===== src/rtl/cpu_pkg.sv =====
// Shared CPU constants and fetch-stage types; used by fetch_unit and fetch_pc_reg.
// No logic, so no latency. No flow control.
package cpu_pkg;

    localparam int INSTR_W = 12;
    localparam int PC_W    = 8;

    localparam logic [INSTR_W-1:0] NOP_INSTR = 12'h000;
    localparam logic [3:0]         OPC_HALT  = 4'hF;

    typedef enum logic [1:0] {
        FILL = 2'd0,
        RUN  = 2'd1,
        HALT = 2'd2
    } fetch_state_t;

    function automatic logic is_halt_opcode(input logic [INSTR_W-1:0] instr);
        return instr[INSTR_W-1 -: 4] == OPC_HALT;
    endfunction

endpackage


===== src/rtl/fetch_pc_reg.sv =====
// Program counter register with hold > load > increment priority; wraps modulo 2^PC_W.
// Next PC is visible one cycle after the controls. hold_i freezes the PC.
module fetch_pc_reg
    import cpu_pkg::*;
(
    input  logic            clk,
    input  logic            reset,
    input  logic            hold_i,
    input  logic            load_i,
    input  logic            inc_i,
    input  logic [PC_W-1:0] load_val_i,
    output logic [PC_W-1:0] pc_o
);

    logic [PC_W-1:0] pc_q;
    logic [PC_W-1:0] pc_d;

    always_comb begin
        pc_d = pc_q;
        if (hold_i) begin
            pc_d = pc_q;
        end else if (load_i) begin
            pc_d = load_val_i;
        end else if (inc_i) begin
            pc_d = pc_q + 1'b1;
        end
    end

    always_ff @(posedge clk) begin
        if (reset) begin
            pc_q <= '0;
        end else begin
            pc_q <= pc_d;
        end
    end

    assign pc_o = pc_q;

endmodule


===== src/rtl/fetch_unit.sv =====
// Instruction fetch stage: 1-cycle synchronous memory, one NOP bubble after reset/branch.
// stop freezes the stage; optional HALT opcode detection under FETCH_HALT_DETECT_EN.
module fetch_unit
    import cpu_pkg::*;
(
    input  logic               clk,
    input  logic               reset,
    input  logic               stop,
    input  logic               branch_taken,
    input  logic [PC_W-1:0]    branch_target,
    output logic [PC_W-1:0]    instr_mem_addr,
    input  logic [INSTR_W-1:0] instr_mem_rdata,
    output logic [INSTR_W-1:0] instruction_out,
    output logic [PC_W-1:0]    pc_out,
    output logic               fetch_valid,
    output logic               halted
);

    fetch_state_t       state_q;
    logic [PC_W-1:0]    pc_q;
    logic [PC_W-1:0]    addr_q;
    logic               stalled_q;
    logic [INSTR_W-1:0] hold_instr_q;
    logic [INSTR_W-1:0] cur_instr;
    logic               in_halt;
    logic               halt_hit;
    logic               pc_hold;
    logic               pc_load;
    logic               pc_inc;

    // The PC keeps presenting the next address during a stall, so the memory
    // returns the following word; replay the word captured when the stall began.
    assign cur_instr = stalled_q ? hold_instr_q : instr_mem_rdata;

`ifdef FETCH_HALT_DETECT_EN
    assign in_halt  = (state_q == HALT);
    assign halt_hit = (state_q == RUN) && is_halt_opcode(cur_instr);
`else
    assign in_halt  = 1'b0;
    assign halt_hit = 1'b0;
`endif

    assign pc_load = !stop && branch_taken;
    assign pc_hold = stop || (!branch_taken && (halt_hit || in_halt));
    assign pc_inc  = !pc_hold && !pc_load;

    fetch_pc_reg u_pc_reg (
        .clk        (clk),
        .reset      (reset),
        .hold_i     (pc_hold),
        .load_i     (pc_load),
        .inc_i      (pc_inc),
        .load_val_i (branch_target),
        .pc_o       (pc_q)
    );

    always_ff @(posedge clk) begin
        if (reset) begin
            state_q      <= FILL;
            addr_q       <= '0;
            stalled_q    <= 1'b0;
            hold_instr_q <= NOP_INSTR;
        end else begin
            stalled_q <= stop;
            if (stop && !stalled_q) begin
                hold_instr_q <= cur_instr;
            end
            if (!stop) begin
                if (branch_taken) begin
                    state_q <= FILL;
`ifdef FETCH_HALT_DETECT_EN
                end else if (halt_hit || in_halt) begin
                    state_q <= HALT;
`endif
                end else begin
                    addr_q  <= pc_q;
                    state_q <= RUN;
                end
            end
        end
    end

    assign instr_mem_addr  = pc_q;
    assign fetch_valid     = (state_q == RUN);
    assign instruction_out = fetch_valid ? cur_instr : NOP_INSTR;
    assign pc_out          = addr_q;
    assign halted          = in_halt;

endmodule


===== config.mk =====
export PLATFORM = sky130hd
export DESIGN_NAME = fetch_unit
export DESIGN_NICKNAME = d
export VERILOG_FILES = /design/src/rtl/cpu_pkg.sv /design/src/rtl/fetch_pc_reg.sv /design/src/rtl/fetch_unit.sv
export SDC_FILE = /design/constraint.sdc
export NUM_CORES = 1
export LEC_CHECK = 0
export CAP_MARGIN = 40
export CORE_MARGIN = 2
export CORE_UTILIZATION = 40
export CTS_CLUSTER_DIAMETER = 30
export DETAILED_ROUTE_END_ITERATION = 8
export PLACE_DENSITY = 0.83
export SYNTH_ARGS = -nofsm -noshare
export SYNTH_HDL_FRONTEND = slang
export SYNTH_SLANG_ARGS = --single-unit

===== constraint.sdc =====
create_clock -name clk -period 1.4 [get_ports clk]
set_clock_uncertainty 0.05 [all_clocks]
set_input_delay 0.28 -clock clk [delete_from_list [all_inputs] [get_ports clk]]
set_output_delay 0.28 -clock clk [all_outputs]
set_load 0.05 [all_outputs]

---- After elaboration in Yosys (flattened, before gate mapping) ----
Index checks and enable logic that the tools add are counted.
W data, S select, Z words.
word-level totals
  word-level logic and storage cells ...... 23
  flip-flop bits (word level) ............. 31
  output and inout port bits .............. 30
operators by class
  equal/unequal tests ..................... 1
  reductions and logical operators ........ 9
  add/sub/neg operators ................... 1
  bitwise operators ....................... 2
  muxes and demuxes ....................... 5
operator list
  kind                   count
  $mux W12               2
  $mux W8                2
  $add A8 B1 Y8 const B  1
  $reduce_and A2 Y1      2
  $logic_and A1 B1 Y1    3
  $logic_not A1 Y1       3
  $eq A2 B1 Y1 const B   1
  $not A1 Y1             2
  $reduce_bool A2 Y1     1
  $mux W1                1

---- Longest topological paths before layout ----
Gate-level depths: netlist of run 1.
  word-level depth ........................ 6
  depth in mapped cells ................... 5
  mapped depth without buffers ............ 4

---- Cells and area by module ----
From an unflattened synthesis of run 1, not the netlist that was laid out.
second synthesis, totals
  cells, all modules ...................... 190
  area total of the unflattened synthesis .. 1681.6 um^2
modules (own cells, without submodules)
  module        area an instance (um^2)  cells an instance  times used
  fetch_unit    1164.9                   126                1
  fetch_pc_reg  516.7                    64                 1

---- Worst setup path after synthesis of run 1 ----
OpenSTA, ideal clock, no wires.
  path kind ............................... reg-to-output
  start point ............................. register state_q[0]
  end point ............................... output port instruction_out[10]
  buffers on the path ..................... 1
  data required time ...................... 1070 ps
  stages on the path, launching flop included .. 3
  data arrival time ....................... 1640 ps
  path slack .............................. -570 ps
  cell sequence ........................... dfxtp_1 -> clkbuf_1 -> nor2b_1
on the way
  cells in the longest elaborated chain, start to end .. 2
ends and longest elaborated chain
  what                    line              text
  from (decl)             fetch_unit.sv:19  fetch_state_t state_q;
  from (signal assigned)  fetch_unit.sv:59  state_q <= FILL;
  from (signal assigned)  fetch_unit.sv:70  state_q <= FILL;
  from (signal assigned)  fetch_unit.sv:77  state_q <= RUN;
  $eq A2 B1 Y1            fetch_unit.sv:84  assign fetch_valid = (state_q == RUN);
  $mux W12                fetch_unit.sv:85  assign instruction_out = fetch_valid ? cur_instr : NOP_INSTR;
  to (decl)               fetch_unit.sv:13  output logic [INSTR_W-1:0] instruction_out,
No other way between the ends.

---- Worst setup path after layout of run 1 ----
  start point ............................. register stalled_q
  end point ............................... output port instruction_out[0]
on the way
  cells in the longest elaborated chain, start to end .. 2
ends and longest elaborated chain
  what                    line              text
  from (decl)             fetch_unit.sv:22  logic stalled_q;
  from (signal assigned)  fetch_unit.sv:64  stalled_q <= stop;
  $mux W12                fetch_unit.sv:33  assign cur_instr = stalled_q ? hold_instr_q : instr_mem_rdata;
  $mux W12                fetch_unit.sv:85
No other way between the ends.

==> results of run 1 <==
==> through the flow <==
| step | TNS, ns | hold WS (ns) |
|---|---|---|
| 2_1_floorplan | 0 | 0.366 |
| 3_3_place_gp | -7.32 | 0.390 |
| 3_5_place_dp | -8.12 | 0.396 |
| 4_1_cts | -2.78 | 0.421 |
| 5_1_grt | -3.49 | 0.441 |
| 6_report | -2.90 | 0.422 |
==> placed cells by master, fill, tap and decap left out, drive strengths merged, types with 2 or more instances in the layout <==
cell type      instances
buf                   50
nand2                 48
dfxtp                 30
a21oi                 22
clkdlybuf4s50         22
nor2b                 17
mux2i                 13
clkbuf                 7
o21ai                  5
nor2                   5
a31oi                  4
a22oi                  3
o221ai                 2
nand3                  2
nand2b                 2
or2                    2
==> how the worst max path moves through the flow <==
stage	end	slack, ns	cells after the start
after global routing	instruction_out[0]	-0.29	4
after floorplan	u_pc_reg.pc_o[7]	0.002	3
after global placement	u_pc_reg.pc_o[2]	-0.27	5
after detailed placement	u_pc_reg.pc_o[2]	-0.33	5
final	instruction_out[0]	-0.26	4
after CTS	instruction_out[2]	-0.25	4
==> power by group through the flow <==
stage	sequential, W	clock (W)	combinational (W)
global route	0.000957	0.000755	0.000711
finish	0.000952	0.000702	0.000674
global placement	0.000962	0	0.000571
CTS	0.000953	0.000724	0.000632
floorplan	0.00102	0	0.000239
detailed placement	0.000963	0	0.000584
==> routing by layer <==
metal / wire length, µm / up-vias / global-route usage (%) / part of all wire (%)
met5: 0 / - / 0 / 0
met4: 85 / 0 / 7.71 / 1.8
met3: 324 / 9 / 6.25 / 6.8
met2: 2520 / 70 / 44.3 / 53
met1: 1830 / 735 / 26.3 / 38
li1: - / 770 / - / -
==> logic make-up after synthesis <==
family	Yosys count	share of synthesized area, %
other	1	0.254
flip-flops	30	40.7
AND/OR/NAND/NOR	83	26.7
adder cells (fa/ha/maj)	1	0.849
buffers and inverters	15	5.18
AO/OA/AOI/OAI	41	16.7
multiplexers	14	9.59
==> repair_timing <==
action | in CTS | in global routing
setup buffers | 0 | 5
pin swaps | 0 | 1
gates resized for setup | 22 | 9
gates cloned | 1 | 0
setup endpoints to repair | 17 | 25
==> layout make-up <==
cell class,instances,area [µm²]
multi-input cells,140,1030
repair buffers,73,1020
fillers,241,772
flip-flops and latches,30,624
clock buffers,7,86.3
well taps,48,60.1
clock inverters,1,5.00
inverters,1,3.75
==> sequential cells by signal, indices dropped and copies added, names as in the netlist <==
| register | count |
|---|---|
| u_pc_reg.pc_o | 8 |
| stalled_q | 1 |
| pc_out | 8 |
| hold_instr_q | 12 |
| state_q | 1 |
==> worst max-delay path: cells and delay by family, from the launching register on <==
kind                   cells  cell delay, ns
AND/OR/NAND/NOR            1            0.07
flip-flops                 1            0.40
multiplexers               1            0.27
buffers and inverters      2            0.31
==> results.md, run 1 <==
* Status: finished with violations
* Failing checks: setup timing
* Vias per cell at 5.28
* CTS clk-pin slew, worst paths at 0.06 ns
* DR pass1 iterations at 4
* RSZ-0062 raised after global routing: yes
* I/O pin cnt at 54
* Post-synth EDFFs at 0
* Bufs on Longest Clock Path at 2
* Largest net degree at the start of global routing at 17
* CTS buffer count at 5
* DRT Wirelength at 4760 µm
* Hold path depth at 2
* Initial antenna violation count at 0
* GPL Wtd Cong at 0.843
* Total core area at 3610 µm²
* Clock Sinks at 30
* Die W at 64.7 µm
* Worst skew pair latency at 0.28 ns
* Register-to-Register Path Depth at 3
* Wirelength per Cell at 15.9 µm
* Sw Pwr at 0.000688 W
* WS Path Type: reg2out
* Flop pwr share at 40.9%
* Crit end category: output pin
* DP Area at 2520 µm²
* R2R setup slack at 0.07 ns
* Post-Layout Inst Area at 2830 µm²
* Worst Hold End: pc_out[5]
* CTS H-Tree Depth at 2
* Util after Layout at 78.6%
* Clk pwr share at 30.2%
* Sw frac at 29.5%
* Full die area at 4190 µm²
* Initial DRC Count at 91
* CP arrival at 1.33 ns
* Post-route ant nets at 0
* Hold crit path type: reg2reg
* Post-route total power at 0.00233 W
* Starting Density at 40.9%
* Warnings, synthesis at 0
* Port Buffers at 52
* Pre-CTS setup slack at -0.331 ns
* P_int at 0.00164 W
* CP required at 1.07 ns
* Max-cap viol count at 0
* Cell taking the most area after synthesis: dfxtp_1
* Share of cells above drive strength 1 at 38.1%
* Most frequent cell after synthesis: nand2_1
* Hold Buf Count CTS at 0
* DRC violations left at 0
* Total GRT Usage at 23.9%
* Netlist cell types at 34
* First-pass GRT wire length at 7580 µm
* Post-synth ARST share at 0%
* DIE HEIGHT at 64.7 µm
* Synth-to-Final Area Change at 92.3%
* Crit-path max cell delay at 0.40 ns
* CTS tree: built
* Synth top area cells: dfxtp_1 41%, nand2_1 12%, mux2i_1 8.8%
* Inst Count DP at 286
* Grt ovf at 0
* Max FO, Critical Path at 6
* Rows at 22
* Syn Area/Cell at 7.97 µm²
* Synthesized instance count at 185
* Hold path start: u_pc_reg.pc_o[5]
* Maximum VDD drop at 577 µV
* Fmax at 0.602 GHz
* PwrDens at 822 nW/µm²
* R2r startpoint: u_pc_reg.pc_o[1]
* Post-synth top area share at 40.7%
* # setup viols final at 12
* Cell Area, Synth at 1470 µm²
* Final WS setup at -0.261 ns
* Most common flop cell mapped by yosys: dfxtp_1
* Final Hold Vio Count at 0
* Combinational share of power at 28.9%
* Register area share after synthesis at 40.7%
* Ant diodes at 0
* #FFs+latches synth at 30
* Worst setup path start: stalled_q
* Fin cells at 300
* Syn Nets at 210
* Critical path, cell by cell: buf_16 -> mux2i_4 -> nor2b_4 -> buf_12
* P_leak at 1.02 nW
* Nets@finish at 276
* Root cell of the clock tree: clkbuf_8
* Vias in the first global route at 1,583
* Startpoint types: flop
* Final min period at 1.66 ns
* Fin crit share at 119%
* Reg-to-Reg End: u_pc_reg.pc_o[7]
* Synth top cells by count: 48 x nand2_1, 30 x dfxtp_1, 22 x a21oi_1
* Detail Placement HPWL at 3100 µm
* Final Slew Violations at 0
* CP max stage cell: dfxtp_4
* Vias at 1,584
Note: power is estimated with default switching activity, not from simulation.
==> run 2: changes to the inputs <==
Settings changed: GPL_TIMING_DRIVEN set to 0, TNS_END_PERCENT set to 30.
==> results.md, run 2 (synthesis results as in run 1) <==
* CP Buf/Inv Count at 2 (unchanged)
* Worst Hold End: hold_instr_q[0] (was pc_out[5])
* Ant diodes at 0 (unchanged)
* Post-route ant nets at 0 (unchanged)
* Critical path depth at 4 (unchanged)
* DR pass1 iterations at 4 (unchanged)
* Post-route total power at 0.00221 W (was 0.00233 W)
* Starting Density at 40.9% (unchanged)
* Detail Placement HPWL at 2780 µm (was 3100 µm)
* Commonest non-fill, non-tap cell in the layout: nand2_1 (unchanged)
* Fin crit share at 117% (was 119%)
* Final Slew Violations at 0 (unchanged)
* Status: finished with violations (unchanged)
* Sequential cell area at 623 µm² (was 624 µm²)
* WS Path Type: reg2out (unchanged)
* Bufs on Longest Clock Path at 2 (unchanged)
* Grt ovf at 0 (unchanged)
* R2R setup slack at -0.01 ns (was 0.07 ns)
* Synth-to-Final Area Change at 66.2% (was 92.3%)
* Nets@finish at 270 (was 276)
* Root cell of the clock tree: clkbuf_8 (unchanged)
* Fmax at 0.608 GHz (was 0.602 GHz)
* P_leak at 0.893 nW (was 1.02 nW)
* Port Buffers at 51 (was 52)
* TNS Setup at -2.66 ns (was -2.90 ns)
* Vias in the first global route at 1,493 (was 1,583)
* Hold path depth at 3 (was 2)
* Multi-input gate area at 1020 µm² (was 1030 µm²)
* RSZ-0062 raised after global routing: yes (unchanged)
* Slew @ Worst Pin at 0.543 ns
* CP arrival at 1.31 ns (was 1.33 ns)
* Total core area at 3610 µm² (unchanged)
* Rows at 22 (unchanged)
* Largest reg by FF count: hold_instr_q (unchanged)
* Fillers at 286 (was 241)
* Failing checks: setup timing (unchanged)
* Commonest cells after routing, fill and taps aside: 48 x nand2_1, 22 x a21oi_1, 22 x dfxtp_1, 20 x clkdlybuf4s50_1, 13 x buf_6 (was 48 x nand2_1, 31 x buf_12, 22 x a21oi_1, 22 x clkdlybuf4s50_1, 21 x dfxtp_1)
* Reg-to-Reg End: u_pc_reg.pc_o[2] (was u_pc_reg.pc_o[7])
* Largest net degree at the start of global routing at 11 (was 17)
* Max FO, Critical Path at 5 (was 6)
* Critical path, cell by cell: buf_16 -> mux2i_4 -> nor2b_4 -> buf_8 (was buf_16 -> mux2i_4 -> nor2b_4 -> buf_12)
* CP top delay family: flip-flops (unchanged)
* GPL Wtd Cong at 0.834 (was 0.843)
* Initial DRC Count at 48 (was 91)
* Hold crit path type: in2reg (was reg2reg)
* Maximum VDD drop at 624 µV (was 577 µV)
* Hold Slack at 0.239 ns (was 0.422 ns)
* Max reg flops at 12 (unchanged)
* Initial antenna violation count at 0 (unchanged)
* Register-to-Register Path Depth at 4 (was 3)
* Crit end category: output pin (unchanged)
* Total GRT Usage at 23.0% (was 23.9%)
* R2r startpoint: u_pc_reg.pc_o[0] (was u_pc_reg.pc_o[1])
* Startpoint types: flop (unchanged)
* I/O pin cnt at 54 (unchanged)
* Final WS setup at -0.245 ns (was -0.261 ns)
* Wirelength per Cell at 14.6 µm (was 15.9 µm)
* Crit-path max cell delay at 0.41 ns (was 0.40 ns)
* Vias at 1,525 (was 1,584)
* Full die area at 4190 µm² (unchanged)
* Final Hold Vio Count at 0 (unchanged)
* Die W at 64.7 µm (unchanged)
* Final min period at 1.64 ns (was 1.66 ns)
* Max-Slew Margin vs Limit at 63.8%
* DRC violations left at 0 (unchanged)
* CTS clk-pin slew, worst paths at 0.06 ns (about the same)
* PwrDens at 901 nW/µm² (was 822 nW/µm²)
* Util after Layout at 67.9% (was 78.6%)
* Share of cells above drive strength 1 at 34.6% (was 38.1%)
* Clock Sinks at 30 (unchanged)
* CP required at 1.07 ns (about the same)
* DRT Wirelength at 4290 µm (was 4760 µm)
* Worst skew pair latency at 0.28 ns (about the same)
* CP max stage cell: dfxtp_4 (unchanged)
* Max-cap viol count at 0 (unchanged)
* CTS tree: built (unchanged)
* # setup viols final at 13 (was 12)
* Hold path start: instr_mem_rdata[0] (was u_pc_reg.pc_o[5])
* DIE HEIGHT at 64.7 µm (unchanged)
* First-pass GRT wire length at 7320 µm (was 7580 µm)
* CTS buffer count at 5 (unchanged)
* CTS H-Tree Depth at 2 (unchanged)
* Vias per cell at 5.19 (was 5.28)
## run 2: cell type report
type	count	share of cell area (%)
clock inverters	1	0.204
clock buffers	7	3.52
repair buffers	54	22.3
flip-flops and latches	30	25.4
well taps	48	2.45
inverters	1	0.153
multi-input cells	140	41.6
plain buffers	13	4.34
## run 2: worst min-delay path: stages
cell and delay, ns:
dlymetal6s2s_1 0.14, nand2_1 0.06, a21oi_1 0.05
## run 2: metal layers
metal / share of wire, % / global-route usage (%) / vias to the layer above
met3: 6.6 / 6.77 / 7
met1: 42 / 26.7 / 711
met2: 50 / 40.1 / 56
li1: - / - / 751
met4: 1.5 / 7.98 / 0
met5: 0 / 0 / -
## run 2: power by group
group	switching [W]	total, W	leakage [nW]	internal (W)
sequential	0.0000557	0.000950	0.250	0.000894
clock	0.000320	0.000715	0.0482	0.000396
combinational	0.000295	0.000542	0.595	0.000247
## run 2: timing repair
action | 4_1_cts | 5_1_grt
resized for setup | 189 | 11
pin swaps | 2 | 2
setup endpoints to repair | 56 | 31
cloned | 1 | 0
buffers inserted | 2 | 0
hold buffers | 0 | 0
## run 2: how the worst max path moves through the flow
stage	from	to	slack, ns
2_1_floorplan	stop	u_pc_reg.pc_o[7]	-0.10
3_3_place_gp	instr_mem_rdata[6]	instruction_out[6]	-0.72
3_5_place_dp	instr_mem_rdata[6]	instruction_out[6]	-0.73
4_1_cts	stalled_q	instruction_out[1]	-0.31
5_1_grt	stalled_q	instruction_out[9]	-0.29
6_report	stalled_q	instruction_out[2]	-0.24
## run 2: stage by stage
step	instance area, µm²	std cells	setup slack, ns
2_1_floorplan	1580	185	-0.103
3_3_place_gp	2150	284	-0.722
3_5_place_dp	2150	284	-0.733
4_1_cts	2450	295	-0.311
5_1_grt	2450	294	-0.288
6_report	2450	294	-0.245
==> patch (config.mk and constraints of run 2) <==
Re-encode `fetch_state_t` (3 states) as one-hot, 3 bits wide.
--- a/src/rtl/cpu_pkg.sv
+++ b/src/rtl/cpu_pkg.sv
@@ -10,6 +10,6 @@
 
-    typedef enum logic [1:0] {
-        FILL = 2'd0,
-        RUN  = 2'd1,
-        HALT = 2'd2
+    typedef enum logic [2:0] {
+        FILL = 3'b001,
+        RUN  = 3'b010,
+        HALT = 3'b100
     } fetch_state_t;
Function: same outputs for any inputs over 10 cycles, from zero or initial values and one cycle with reset high; not proved beyond that.
==> patch against run 2 <==
- synthesized cell count rose by 2.7%
- hold slack improved by 0.034 ns
- critical endpoint is now instruction_out[1]
- wire length increased by 2.5%
- die area rose by 1.1%
- the run still ends with negative setup slack left
- sequential cell count increased by 1
- area after synthesis rose by 1.2%
- combinational power decreased by 4%
- setup slack got worse by 0.035 ns
- total power rose by 6.5%
- via count rose by 2.7%
- design area increased by 4.2%
- largest power group unchanged
==> patch: results (changes against run 2) <==
| Metric | Value |
|---|---|
| CP max stage cell | `dfxtp_2 (was dfxtp_4)` |
| Vias per Instance | `5.20 (was 5.19)` |
| Clock power frac | `0.360 (was 0.324)` |
| Commonest cells in the netlist | `nand2_1 (45), dfxtp_1 (31), a21oi_1 (21) (was nand2_1 (48), dfxtp_1 (30), a21oi_1 (22))` |
| Initial drt markers | `42 (was 48)` |
| Pre-CTS WS | `-0.741 ns (was -0.733 ns)` |
| Global Route Usage Sum | `0.228 (was 0.230)` |
| PortBufs | `50 (was 51)` |
| NumNets Final | `277 (was 270)` |
| FF/Latch Area | `634 um2 (was 623 um2)` |
| CTS max path bufs | `2 (unchanged)` |
| Worst path max stage delay | `0.34 ns (was 0.41 ns)` |
| Placer Congestion | `0.816 (was 0.834)` |
| Dpl hpwl | `2680 um (was 2780 um)` |
| Synth area leaders | `dfxtp_1 (42%), nand2_1 (11%), mux2i_1 (8.7%) (was dfxtp_1 (41%), nand2_1 (12%), mux2i_1 (8.8%))` |
| Seq/Total Area, Yosys | `0.416 (was 0.407)` |
| Layout cell share with drive strength beyond 1 | `0.344 (was 0.346)` |
| Post-Place Cells | `288 (was 284)` |
| Data arrival, critical path | `1.35 ns (was 1.31 ns)` |
| Placed standard-cell area | `2150 um2 (about the same)` |
| Leak | `0.933 nW (was 0.893 nW)` |
| Clock transition at path regs | `0.07 ns` |
| Syn_nets | `215 (was 210)` |
| Seq power | `0.983 mW (was 0.950 mW)` |
| Syn Inst Count | `190 (was 185)` |
| DR WL/cell | `14.6 um (about the same)` |
| Detail Route Antenna Nets | `0 (unchanged)` |
| Yosys cell types | `37 (was 34)` |
| Violated checks | `negative setup slack (unchanged)` |
| Worst path top cell family by delay | `buffers and inverters (was flip-flops)` |
| Post-route non-filler standard cell count | `301 (was 294)` |
| Vias in the first global route | `1,504 (was 1,493)` |
| Combinational Power Share | `0.222 (was 0.246)` |
| Finish-stage setup viols | `13 (unchanged)` |
| Fillers | `289 (was 286)` |
| Final WS setup | `-0.280 ns (was -0.245 ns)` |
| Global-route wire length before repair | `7300 um (was 7320 um)` |
| Maximum vdd drop | `476 uV (was 624 uV)` |
| Net Sw Power | `0.679 mW (was 0.670 mW)` |
| Final setup TNS | `-3.12 ns (was -2.66 ns)` |
| Outcome | `finished with violations (unchanged)` |
patch: changes by cell type after synthesis, moves of 2 or more:
cell	run 2	this run
nand2_1	48	45
nor2_1	5	18
nor2b_1	17	7
nor3_1	0	2
patch: path summary, 6_finish.rpt:
check / depth (start not counted) / to / startpoint / slack [ns]
max: 5 / instruction_out[1] / stalled_q / -0.28
min: 3 / u_pc_reg.pc_o[0] / stop / 0.27
max reg2reg: 4 / u_pc_reg.pc_o[2] / u_pc_reg.pc_o[0] / 0
min reg2reg: 2 / pc_out[0] / pc_out[0] / 0.41
patch: per-layer routing:
layer / track usage / wire (um) / vias to the layer above
li1: - / - / 770
met2: 0.411 / 2290 / 63
met1: 0.251 / 1690 / 721
met5: 0 / 0 / -
met4: 0.0781 / 101 / 0
met3: 0.0712 / 305 / 12
patch: logic make-up after synthesis:
logic type	share of synthesized area
other	0.00251
muxes	0.0948
DFF	0.416
adders and majority gates	0.00839
AOI/OAI and AO/OA	0.169
buffers and inverters	0.0562
and+or+nand+nor	0.253
patch: final cells by class:
cell class / instances / share of cell area
plain buffers: 15 / 0.0568
clock buffers: 7 / 0.0421
clock inverters: 1 / 0.00196
inverters: 2 / 0.00392
multi-input cells: 142 / 0.396
flip-flops and latches: 31 / 0.248
well taps: 48 / 0.0235
repair buffers: 55 / 0.227
patch: repair_timing:
item / 4_1_cts / 5_1_grt
hold endpoints to repair: 0 / 0
setup buffers: 3 / 0
pin swaps: 6 / 1
endpoints found under the setup margin: 54 / 27
hold buffers: 0 / 0
gates resized for setup: 205 / 8
gates cloned: 2 / 0
patch: tightest hold or removal path, cell delays in order:
cell,delay [ns]
buf_6,0.11
nor2b_1,0.13
nor3_1,0.05
